$ cat src/rtl/lc3b_regfile_sb_pkg.sv
// Shared LC-3b types for the register file and its scoreboard.
package lc3b_types;

  typedef logic [15:0] lc3b_word;
  typedef logic [2:0]  lc3b_reg;

  localparam int LC3B_CNT_W    = 2;
  localparam int LC3B_NUM_REGS = 8;

  typedef logic [LC3B_CNT_W-1:0] lc3b_sbcnt;

  // One-hot decode of a register index across the eight registers.
  function automatic logic [LC3B_NUM_REGS-1:0] reg_onehot(input lc3b_reg r);
    return {{(LC3B_NUM_REGS-1){1'b0}}, 1'b1} << r;
  endfunction

endpackage

$ cat src/rtl/lc3b_regfile_sb_counter.sv
// Per-register outstanding-write counter for the scoreboard.
// Counts issued-but-not-written-back writes; never wraps in either direction.
module lc3b_sb_counter
  import lc3b_types::*;
#(
  parameter int CNT_W = LC3B_CNT_W
) (
  input  logic             clk,
  input  logic             reset_n,
  input  logic             inc,
  input  logic             dec,
  output logic [CNT_W-1:0] cnt,
  output logic             nonzero,
  output logic             underflow
);

  localparam logic [CNT_W-1:0] CNT_ZERO = {CNT_W{1'b0}};
  localparam logic [CNT_W-1:0] CNT_MAX  = {CNT_W{1'b1}};

  logic [CNT_W-1:0] cnt_next;

  // Next count: a simultaneous inc and dec cancel; the ends of the range hold.
  always_comb begin
    cnt_next = cnt;
    if (inc && !dec) begin
      if (cnt != CNT_MAX) begin
        cnt_next = cnt + CNT_W'(1);
      end else begin
        cnt_next = cnt;
      end
    end else if (dec && !inc) begin
      if (cnt != CNT_ZERO) begin
        cnt_next = cnt - CNT_W'(1);
      end else begin
        cnt_next = cnt;
      end
    end else begin
      cnt_next = cnt;
    end
  end

  // Counter state register.
  always_ff @(posedge clk or negedge reset_n) begin
    if (!reset_n) begin
      cnt <= CNT_ZERO;
    end else begin
      cnt <= cnt_next;
    end
  end

  assign nonzero   = (cnt != CNT_ZERO);
  // A writeback with nothing outstanding is a scoreboard protocol error.
  assign underflow = dec && !inc && (cnt == CNT_ZERO);

endmodule

$ cat src/rtl/lc3b_regfile_sb.sv
// LC-3b eight-entry register file with write-first bypass and a
// per-register scoreboard that stalls decode on RAW hazards and on
// counter saturation.
module lc3b_regfile_sb
  import lc3b_types::*;
#(
  parameter int WIDTH = $bits(lc3b_word),
  parameter int CNT_W = LC3B_CNT_W
) (
  input  logic                     clk,
  input  logic                     reset_n,
  input  lc3b_reg                  src_a,
  input  lc3b_reg                  src_b,
  output logic [WIDTH-1:0]         reada,
  output logic [WIDTH-1:0]         readb,
  input  logic                     wb_ld,
  input  lc3b_reg                  wb_dest,
  input  logic [WIDTH-1:0]         wb_data,
  input  logic                     issue_valid,
  input  logic                     issue_use_a,
  input  logic                     issue_use_b,
  input  logic                     issue_ld,
  input  lc3b_reg                  issue_dest,
  output logic                     stall,
  output logic [LC3B_NUM_REGS-1:0] busy,
  output logic                     sb_err
);

  localparam logic [CNT_W-1:0] CNT_ZERO = {CNT_W{1'b0}};
  localparam logic [CNT_W-1:0] CNT_ONE  = CNT_W'(1);
  localparam logic [CNT_W-1:0] CNT_MAX  = {CNT_W{1'b1}};

  logic [WIDTH-1:0]         regs      [LC3B_NUM_REGS];
  logic [CNT_W-1:0]         cnt       [LC3B_NUM_REGS];
  logic [LC3B_NUM_REGS-1:0] inc_vec;
  logic [LC3B_NUM_REGS-1:0] dec_vec;
  logic [LC3B_NUM_REGS-1:0] underflow;
  logic                     haz_a;
  logic                     haz_b;
  logic                     fire;

  // Register array write port; R0 is an ordinary register.
  always_ff @(posedge clk or negedge reset_n) begin
    if (!reset_n) begin
      for (int i = 0; i < LC3B_NUM_REGS; i++) begin
        regs[i] <= {WIDTH{1'b0}};
      end
    end else if (wb_ld) begin
      regs[wb_dest] <= wb_data;
    end else begin
      regs[wb_dest] <= regs[wb_dest];
    end
  end

  // Read ports with zero-cycle write-first bypass from the writeback bus.
  always_comb begin
    if (wb_ld && (wb_dest == src_a)) begin
      reada = wb_data;
    end else begin
      reada = regs[src_a];
    end
    if (wb_ld && (wb_dest == src_b)) begin
      readb = wb_data;
    end else begin
      readb = regs[src_b];
    end
  end

  // Source hazards; a lone outstanding write landing now is covered by the bypass.
  always_comb begin
    haz_a = 1'b0;
    haz_b = 1'b0;
    if (issue_use_a && (cnt[src_a] != CNT_ZERO)) begin
      if (wb_ld && (wb_dest == src_a) && (cnt[src_a] == CNT_ONE)) begin
        haz_a = 1'b0;
      end else begin
        haz_a = 1'b1;
      end
    end else begin
      haz_a = 1'b0;
    end
    if (issue_use_b && (cnt[src_b] != CNT_ZERO)) begin
      if (wb_ld && (wb_dest == src_b) && (cnt[src_b] == CNT_ONE)) begin
        haz_b = 1'b0;
      end else begin
        haz_b = 1'b1;
      end
    end else begin
      haz_b = 1'b0;
    end
  end

  // Stall depends only on current inputs and registered counts, so fire is loop-free.
  always_comb begin
    if (issue_valid) begin
      stall = haz_a || haz_b || (issue_ld && (cnt[issue_dest] == CNT_MAX));
    end else begin
      stall = 1'b0;
    end
    fire = issue_valid && !stall;
  end

  // Per-register increment/decrement strobes.
  always_comb begin
    if (fire && issue_ld) begin
      inc_vec = reg_onehot(issue_dest);
    end else begin
      inc_vec = {LC3B_NUM_REGS{1'b0}};
    end
    if (wb_ld) begin
      dec_vec = reg_onehot(wb_dest);
    end else begin
      dec_vec = {LC3B_NUM_REGS{1'b0}};
    end
  end

  for (genvar g = 0; g < LC3B_NUM_REGS; g++) begin : g_cnt
    lc3b_sb_counter #(.CNT_W(CNT_W)) u_cnt (
      .clk      (clk),
      .reset_n  (reset_n),
      .inc      (inc_vec[g]),
      .dec      (dec_vec[g]),
      .cnt      (cnt[g]),
      .nonzero  (busy[g]),
      .underflow(underflow[g])
    );
  end

  // Sticky scoreboard error; only reset clears it.
  always_ff @(posedge clk or negedge reset_n) begin
    if (!reset_n) begin
      sb_err <= 1'b0;
    end else if (|underflow) begin
      sb_err <= 1'b1;
    end else begin
      sb_err <= sb_err;
    end
  end

endmodule

$ cat config.mk
export PLATFORM = sky130hd
export DESIGN_NAME = lc3b_regfile_sb
export DESIGN_NICKNAME = d
export VERILOG_FILES = /design/src/rtl/lc3b_regfile_sb_pkg.sv /design/src/rtl/lc3b_regfile_sb_counter.sv /design/src/rtl/lc3b_regfile_sb.sv
export SDC_FILE = /design/constraint.sdc
export NUM_CORES = 1
export LEC_CHECK = 0
export ABC_AREA = 1
export CAP_MARGIN = 20
export CORE_MARGIN = 4
export CORE_UTILIZATION = 35
export CTS_CLUSTER_SIZE = 25
export DETAILED_ROUTE_END_ITERATION = 12
export PLACE_DENSITY = 0.57
export RECOVER_POWER = 25
export SLEW_MARGIN = 0
export SYNTH_ARGS = -nofsm -noshare
export SYNTH_HDL_FRONTEND = slang
export SYNTH_SLANG_ARGS = --single-unit
$ cat constraint.sdc
create_clock -name clk -period 2.4 [get_ports clk]
set_input_delay 0.36 -clock clk [delete_from_list [all_inputs] [get_ports clk]]
set_output_delay 0.36 -clock clk [all_outputs]
set_load 0.01 [all_outputs]
==> results_dict.tcl <==
set metrics [dict create \
    run_status "finished, violations left" \
    failed_checks "negative setup slack" \
    clock.fmax_mhz 416.2 \
    routed_wl_mm 39.69 \
    hold_viol 0 \
    mappedNetlistArea_um2 10400 \
    route.antenna.remaining_nets 0 \
    clock_insertion_delay_worst_skew_ns 0.43 \
    clock_skew_ns 0.01164 \
    power_leakage_nw 5.634 \
    critical_path.reg2reg.startpoint "g_cnt[5].u_cnt.cnt[0]$_DFFE_PN0P_" \
    met2_usage 0.3816 \
    grt.overflow.total 0 \
    clk_pin_slew_ns 0.06 \
    die-height_um 180.4 \
    maxCapViolations 0 \
    detail_route.first_pass.iterations 9 \
    synth_seq_area_share 0.3488 \
    via_count_of_the_first_global_routing_pass 10342 \
    dr_total_vias 11329 \
    preCtsSetupSlack_ns -0.7421 \
    area_growth_from_synthesis_to_layout_pct 26.58 \
    worst_slew_pin_slew_ns 1.473 \
    cp-startpoint "issue_dest[0]" \
    report.final.slew_viol_count 0 \
    finish.cell_count_without_fillers 1986 \
    vias_per_cell 5.704 \
    worst_hold_path_type "register to register" \
    coreArea_um2 29010 \
    worstSetupStartpointType "input pin" \
    clock_tree.htree_level_count 4 \
    worst_slack_ns -0.002679 \
    final_min_period_over_clock_period 1.001 \
    required_ns 2.04 \
    syn-instance-count 1463 \
    ys_seq_elements 145 \
    final_cell_mix "281 x nand3_1, 223 x nand2_1, 141 x dfrtp_1, 136 x buf_4, 129 x o211ai_1" \
    antenna_diodes 0 \
    final_layout_size_suffix_gt1_frac 0.1635 \
    avgSynthCellArea_um2 7.111 \
    clock_sink_count 145 \
    report.final.setup_viol 1 \
    post-place-cells 1946 \
    dieArea_um2 32550 \
    max-clock-path-buffers 2 \
    most_common_library_cell_in_the_layout_ignoring_fill_and_taps "nand3_1" \
    initial_antenna_violation_count 0 \
    cts-buffers-inserted 17 \
    io-pin-count 77 \
    postSynthNetCount 1514 \
    worst_slew_margin_rel 0.01818 \
    total_power_mw 8.290 \
    groute.layer.met1.usage 0.3244 \
    synth.yosys.warnings 0 \
    p_per_area_nw_per_um2 629.5 \
    met3_routing_resource_usage_after_global_routing 0.02826 \
    detailed_place_hpwl_mm 27.13 \
    busiest_layer "met2" \
    drc 0 \
    max-vdd-ir-drop_v 0.0004310 \
    clockRootBuffer "clkbuf_16" \
    synth_cell_type_count 29 \
    finalNetCount 1640 \
    wire_length_of_the_first_global_routing_pass_mm 61.07 \
    chipWidth_um 180.4 \
    rsz0062_at_grt "yes" \
    fp-row-count 62 \
    routedWlPerCell_um 19.98 \
    grt_usage 0.2360 \
    tritoncts "yes" \
    worst_ep_arrival_time_ns 2.04 \
    cp-end-kind "primary output" \
    drt-initial-drc-count 1177 \
    gp_routability_congestion 0.8980 \
    finalWorstPathRequiredPeriod_ns 2.403 \
    criticalPathCategory "input pin to primary output" \
    start_util 0.3586 \
    critical_path_peak_fanout 6 \
    hp-start "regs[35]$_DFFE_PN0P_" \
    port-buffer-count 76 \
    grt_max_degree 135 \
]
[flip-flops by register name, summed over array words and instances (netlist names)]
| signal | cells |
|---|---|
| g_cnt.u_cnt.cnt | 16 |
| regs | 128 |
| sb_err | 1 |
[critical path, cell delays in order]
cell             delay [ns]
clkdlybuf4s50_1        0.52
inv_1                  0.12
nand2_1                0.09
nand2_1                0.05
nand2_1                0.07
nand2_1                0.06
nand2_1                0.05
nand2_1                0.07
nand3_2                0.11
nand2_2                0.08
o21ai_1                0.12
inv_1                  0.05
dlygate4sd2_1          0.28
[metrics by stage]
| stage | hold WS [ns] | area [um^2] | setup TNS (ns) | utilization |
|---|---|---|---|---|
| after global routing | 0.5584 | 13170 | -1.273 | 0.4539 |
| after global placement | 0.3516 | 12460 | -25.22 | 0.4294 |
| after detailed placement | 0.3555 | 12460 | -26.99 | 0.4294 |
| after CTS | 0.4555 | 13100 | -0.04779 | 0.4516 |
| final | 0.5414 | 13170 | -0.002679 | 0.4539 |
| after floorplan | 0.06441 | 10400 | 0 | - |
[cell usage after synthesis (all sizes together)]
cell type | number | area [um^2]
a21oi | 73 | 365.4
buf | 78 | 439.2
clkbuf | 56 | 211.5
clkinv | 1 | 3.750
dfrtp | 145 | 3628
ha | 16 | 200.2
inv | 136 | 510.5
nand2 | 226 | 853.3
nand3 | 286 | 1436
nand4 | 3 | 33.78
nor2 | 90 | 347.8
nor3 | 3 | 37.53
o211ai | 129 | 968.4
o21ai | 146 | 730.7
o311ai | 67 | 586.8
or2 | 8 | 50.05
[routing by layer]
layer | wire length [um] | part of all wire
met2 | 18450 | 0.46
met3 | 2027 | 0.051
met1 | 17920 | 0.45
met4 | 1293 | 0.033
met5 | 0 | 0
[repair_timing]
action,CTS,global route
resized for setup,66,40
gates cloned,1,0
buffers inserted,3,3
endpoints found under the setup margin,34,31
hold endpoints to repair,45,0
pin swaps,2,8
hold buffers,1,0
[cells by family (layout without fill, tap and decap cells)]
| logic type | Yosys count | count (layout) | synth area share |
|---|---|---|---|
| flip-flops | 145 | 145 | 0.3488 |
| adder cells (fa/ha/maj) | 16 | 16 | 0.01924 |
| AO/OA/AOI/OAI | 415 | 415 | 0.2548 |
| AND/OR/NAND/NOR | 616 | 616 | 0.2652 |
| buffers and inverters | 271 | 410 | 0.1120 |
[area by class of cell]
| cell class | count | area [um^2] |
|---|---|---|
| clock buffer | 18 | 439.2 |
| clock inverter | 14 | 145.1 |
| fill | 2946 | 15840 |
| timing repair buffer | 241 | 2251 |
| sequential | 145 | 3633 |
| tap | 384 | 480.5 |
| multi-input combinational | 1047 | 5700 |
| inverter | 137 | 519.2 |
[where the power goes]
| part | internal (mW) | switching [mW] |
|---|---|---|
| clock network | 1.49 | 1.22 |
| registers | 2.90 | 0.395 |
| logic | 0.947 | 1.34 |
[path summary, 6_finish.rpt]
kind,end,slack (ns),depth (start not counted)
setup / recovery,stall,-0.003,13
hold / removal,regs[35]$_DFFE_PN0P_,0.54,2
setup reg to reg,sb_err$_DFFE_PN0P_,0.10,16
hold reg to reg,regs[35]$_DFFE_PN0P_,0.54,2
max in group asynchronous,g_cnt[1].u_cnt.cnt[1]$_DFFE_PN0P_,0.24,3
min in group asynchronous,g_cnt[5].u_cnt.cnt[1]$_DFFE_PN0P_,0.79,2
No activity file was read; power rests on OpenSTA's default activity.
